$ cat src/rtl/ram4k_arbiter.sv
// ============================================================================
// Module   : ram4k_arbiter
// Purpose  : Shares one RAM4K between two requesters, one access per clock.
//            Define RAM4K_ARB_CLEAR_EN to fill the RAM with CLEAR_VALUE after reset.
// Revision : 1.0
// ============================================================================
`default_nettype none

module ram4k_arbiter #(
   parameter int              AW          = 12,
   parameter int              DW          = 16,
   parameter int              FIXED_PRIO  = 0,
   parameter logic [DW-1:0]   CLEAR_VALUE = '0
) (
   input  logic          clk,
   input  logic          reset,
   input  logic          req0,
   input  logic          we0,
   input  logic [AW-1:0] addr0,
   input  logic [DW-1:0] wdata0,
   output logic          gnt0,
   output logic          rvalid0,
   output logic [DW-1:0] rdata0,
   input  logic          req1,
   input  logic          we1,
   input  logic [AW-1:0] addr1,
   input  logic [DW-1:0] wdata1,
   output logic          gnt1,
   output logic          rvalid1,
   output logic [DW-1:0] rdata1,
   output logic [AW-1:0] ram_address,
   output logic [DW-1:0] ram_in,
   output logic          ram_load,
   input  logic [DW-1:0] ram_out,
   output logic          busy
);

   logic          w_serve;
   logic          w_clearing;
   logic          r_prefer1;
   logic [AW-1:0] r_addr_hold;
   logic [DW-1:0] r_din_hold;

`ifdef RAM4K_ARB_CLEAR_EN
   typedef enum logic [0:0] {
      ST_CLEAR = 1'b0,
      ST_SERVE = 1'b1
   } state_t;

   localparam logic [AW-1:0] c_LAST_ADDR = '1;
   localparam logic [AW-1:0] c_ONE       = {{(AW-1){1'b0}}, 1'b1};

   state_t        r_state;
   state_t        w_state_nxt;
   logic [AW-1:0] r_clr_addr;

   always_ff @(posedge clk or posedge reset) begin
      if (reset) begin
         r_state    <= ST_CLEAR;
         r_clr_addr <= '0;
      end else begin
         r_state <= w_state_nxt;
         if (r_state == ST_CLEAR)
            r_clr_addr <= r_clr_addr + c_ONE;
      end
   end

   always_comb begin
      w_state_nxt = r_state;
      if (r_state == ST_CLEAR && r_clr_addr == c_LAST_ADDR)
         w_state_nxt = ST_SERVE;
   end

   // Gate with reset so the outputs show reset values while reset is held.
   assign w_clearing = (r_state == ST_CLEAR) && !reset;
   assign w_serve    = (r_state == ST_SERVE) && !reset;
   assign busy       = (r_state == ST_CLEAR);
`else
   logic w_unused_clear;

   assign w_unused_clear = ^CLEAR_VALUE;
   assign w_clearing     = 1'b0;
   assign w_serve        = !reset;
   assign busy           = 1'b0;
`endif

   always_comb begin
      gnt0 = 1'b0;
      gnt1 = 1'b0;
      if (w_serve) begin
         if (req0 && req1) begin
            if (FIXED_PRIO != 0 || !r_prefer1)
               gnt0 = 1'b1;
            else
               gnt1 = 1'b1;
         end else begin
            gnt0 = req0;
            gnt1 = req1;
         end
      end
   end

   // Ungranted cycles keep presenting the last address/data to the RAM.
   always_comb begin
      ram_load    = 1'b0;
      ram_address = r_addr_hold;
      ram_in      = r_din_hold;
`ifdef RAM4K_ARB_CLEAR_EN
      if (w_clearing) begin
         ram_load    = 1'b1;
         ram_address = r_clr_addr;
         ram_in      = CLEAR_VALUE;
      end else
`endif
      if (gnt0) begin
         ram_load    = we0;
         ram_address = addr0;
         ram_in      = wdata0;
      end else if (gnt1) begin
         ram_load    = we1;
         ram_address = addr1;
         ram_in      = wdata1;
      end
   end

   always_ff @(posedge clk or posedge reset) begin
      if (reset) begin
         r_prefer1   <= 1'b0;
         r_addr_hold <= '0;
         r_din_hold  <= '0;
         rvalid0     <= 1'b0;
         rvalid1     <= 1'b0;
         rdata0      <= '0;
         rdata1      <= '0;
      end else begin
         r_addr_hold <= ram_address;
         r_din_hold  <= ram_in;
         rvalid0     <= gnt0 && !we0;
         rvalid1     <= gnt1 && !we1;
         if (gnt0 && !we0)
            rdata0 <= ram_out;
         if (gnt1 && !we1)
            rdata1 <= ram_out;
         if (gnt0)
            r_prefer1 <= 1'b1;
         else if (gnt1)
            r_prefer1 <= 1'b0;
      end
   end

endmodule

`default_nettype wire
$ cat config.mk
export PLATFORM = sky130hd
export DESIGN_NAME = ram4k_arbiter
export DESIGN_NICKNAME = d
export VERILOG_FILES = /design/src/rtl/ram4k_arbiter.sv
export SDC_FILE = /design/constraint.sdc
export NUM_CORES = 1
export LEC_CHECK = 0
export CORE_MARGIN = 10
export CORE_UTILIZATION = 43
export DETAILED_ROUTE_END_ITERATION = 7
export PLACE_DENSITY = 0.89
export SYNTH_ARGS = -nofsm -noshare
export SYNTH_HDL_FRONTEND = slang
export SYNTH_SLANG_ARGS = --single-unit
export TNS_END_PERCENT = 20
$ cat constraint.sdc
create_clock -name clk -period 5.3 [get_ports clk]
set_clock_uncertainty 0.05 [all_clocks]
set_input_delay 1.06 -clock clk [delete_from_list [all_inputs] [get_ports clk]]
set_output_delay 1.06 -clock clk [all_outputs]
set_load 0.05 [all_outputs]
==> results.yml, run 1 <==
worst_setup_path:
  r2r-end: "r_addr_hold[2]"
  worst-setup-path-type: "in -> out"
  endpoint_kind: "output pin"
  reg2reg_depth: 3
  slowest_delay_ps: 870
  path_common_cell: "clkdlybuf4s50_1"
  critPathLaunch: "req1"
  crit_path_start_kind: "input port"
  r2r-start: "r_prefer1"
  critPathTopFamily: "buffers and inverters"
  crit_slowest_cell: "clkdlybuf4s50_1"
  path_cells: "clkdlybuf4s50_1, and2_4, or2_2, a31oi_1, clkdlybuf4s50_1"
  crit_buf_inv: 2
  arrival_ps: 3600
  critPathRequiredTime_ps: 4190
  path_max_fanout: 30
  reg2reg_slack_ps: 3380
sta:
  setup_violations: 0
  hold_violations: 0
  slew_violations: 0
  worstMarginPinSlew_ps: 827
  fmax_ghz: 0.212
  timing.setup.tns_ps: 0
  relSlewSlack_pct: 44.7
  fin_crit_sh_pct: 88.8
  rsz0062_at_grt: "false"
  period_minus_slack_ps: 4710
pwr:
  p_leak_uw: 0.00176
  p_per_area_nw_per_um2: 440
  irDropWorstVdd_v: 0.000351
  power_uw: 1960
outcome:
  status: "finished clean"
layout:
  postLayoutCellArea_sq_um: 4460
  final_layout_size_suffix_gt1_share_pct: 13.7
  syn2layout_area_growth_pct: 57.8
  fin_cells: 464
  num_antenna_cells: 0
  nets: 460
  layout_common_cells: "clkdlybuf4s50_1, dfrtp_1, nand3_1"
  layout_commonest_cell: "clkdlybuf4s50_1"
synthesis:
  syn_inst: 248
  async_flop_share_pct: 100
  postSynthAreaPerCell_sq_um: 11.4
  synth_nets: 326
  ys_types: 27
  synth_edf_count: 0
  synth_warnings: 0
  syn_area_sq_um: 2830
  ys_ff_latch: 63
  yosysSeqAreaShare_pct: 55.8
  synth-main-ff-cell: "dfrtp_1"
placed_design:
  port-buffer-count: 142
  post-place-cells: 448
  placed_area_sq_um: 4260
  gp_congestion: 0.812
  dpl.hpwl_um: 6790
clocking:
  holdBufCountCts: 0
  post_cts_resized: 0
  postCtsSetupBuffers: 0
  numCtsBuffers: 9
  cts_tree: "built"
  cts.reportedPaths.clkPinSlew_ps: 70
  cts_max_path_buffers: 2
  root_buffer: "clkbuf_8"
  htree_levels: 3
  cts.sinks: 63
  clk-insertion-delay-late_ps: 330
detailed_routing:
  vias_per_cell: 5.62
  vias: 2608
  remaining_drc_errors: 0
  wirelength_um: 9530
  antenna_left: 0
  drt_iter0_markers: 119
  avgRoutedWirePerCell_um: 20.5
  dr.pass1.iters: 4
global_routing:
  grt_max_degree: 64
  grt_pass1_vias: 2758
  grt_antenna_before_repair: 0
  grt_pass1_wl_um: 15100
  grt_usage_pct: 18.7
  grt_overflow: 0
floorplan:
  coreArea_sq_um: 6390
  fp.dieW_um: 101
  ios: 144
  start_util_pct: 44.3
  die_h_um: 101
  placementRows: 29
  dieArea_sq_um: 10200
min_path:
  holdPathEnd: "rdata1[1]"
  worstHoldStart: "rdata1[1]"
  hp-class: "reg -> reg"
  holdPathStages: 1
job:
  cap_viol_max_count: 0
stage by stage:
stage / utilization, % / hold slack [ps] / worst slack (ps)
after global placement: 66.6 / 418 / 595
after floorplan: - / 498 / 1610
final: 69.9 / 444 / 593
after detailed placement: 66.6 / 429 / 608
after global routing: 69.9 / 475 / 426
after CTS: 69.9 / 445 / 589
worst max-delay path by stage:
stage / endpoint / slack [ps] / depth (start not counted)
2_1_floorplan: ram_address[10] / 1610 / 5
3_3_place_gp: ram_address[2] / 590 / 5
3_5_place_dp: ram_address[2] / 610 / 5
4_1_cts: ram_address[2] / 590 / 5
5_1_grt: ram_address[7] / 430 / 5
6_report: ram_address[2] / 590 / 5
cell type report:
type / count / area, sq um
Clock inverter: 5 / 56.3
Sequential cell: 63 / 1580
Inverter: 2 / 7.51
Fill cell: 494 / 1920
Tap cell: 77 / 96.3
Clock buffer: 11 / 151
Timing Repair Buffer: 147 / 1460
Multi-Input combinational cell: 159 / 1120
cell usage after synthesis (all sizes together), types with 2 or more instances:
cell type	number	area, sq um
nor3	30	173
mux2	32	390
nor2b	2	20.0
nand3	29	145
a31oi	28	175
nand2b	3	33.8
o21ai	29	145
inv	2	7.51
clkbuf	10	38.8
buf	14	91.3
dfrtp	63	1580
power by group:
part	switching, uW	internal [uW]	total [uW]
clock network	187	242	429
logic	578	320	899
registers	45.8	588	634
total	811	1150	1960
state kept, by name, summed over array words and instances (netlist names):
| register | cells |
|---|---|
| rvalid0 | 1 |
| r_din_hold | 16 |
| rdata1 | 16 |
| r_prefer1 | 1 |
| rvalid1 | 1 |
| rdata0 | 16 |
| r_addr_hold | 12 |
metal layers:
layer / up-vias / global-route usage [%] / part of all wire (%)
li1: 1170 / - / -
met5: - / 0 / 0
met3: 10 / 9.47 / 11
met4: 0 / 4.50 / 1.1
met2: 126 / 29.6 / 50
met1: 1302 / 21.9 / 38
cell families after synthesis:
| kind of cell | count (synthesis) | share of synthesized area [%] |
|---|---|---|
| mux | 32 | 13.8 |
| other cells | 1 | 0.133 |
| simple gates | 68 | 13.9 |
| flops | 63 | 55.8 |
| buf+inv | 26 | 4.87 |
| compound gates | 58 | 11.5 |
Power figures use the tool's default switching activity.
==> inputs of run 2 (changes only) <==
SLEW_MARGIN = 25   (was unset)
==> results of run 2 <==
The final DEF is identical to that of run 1; final timing and power are the same.
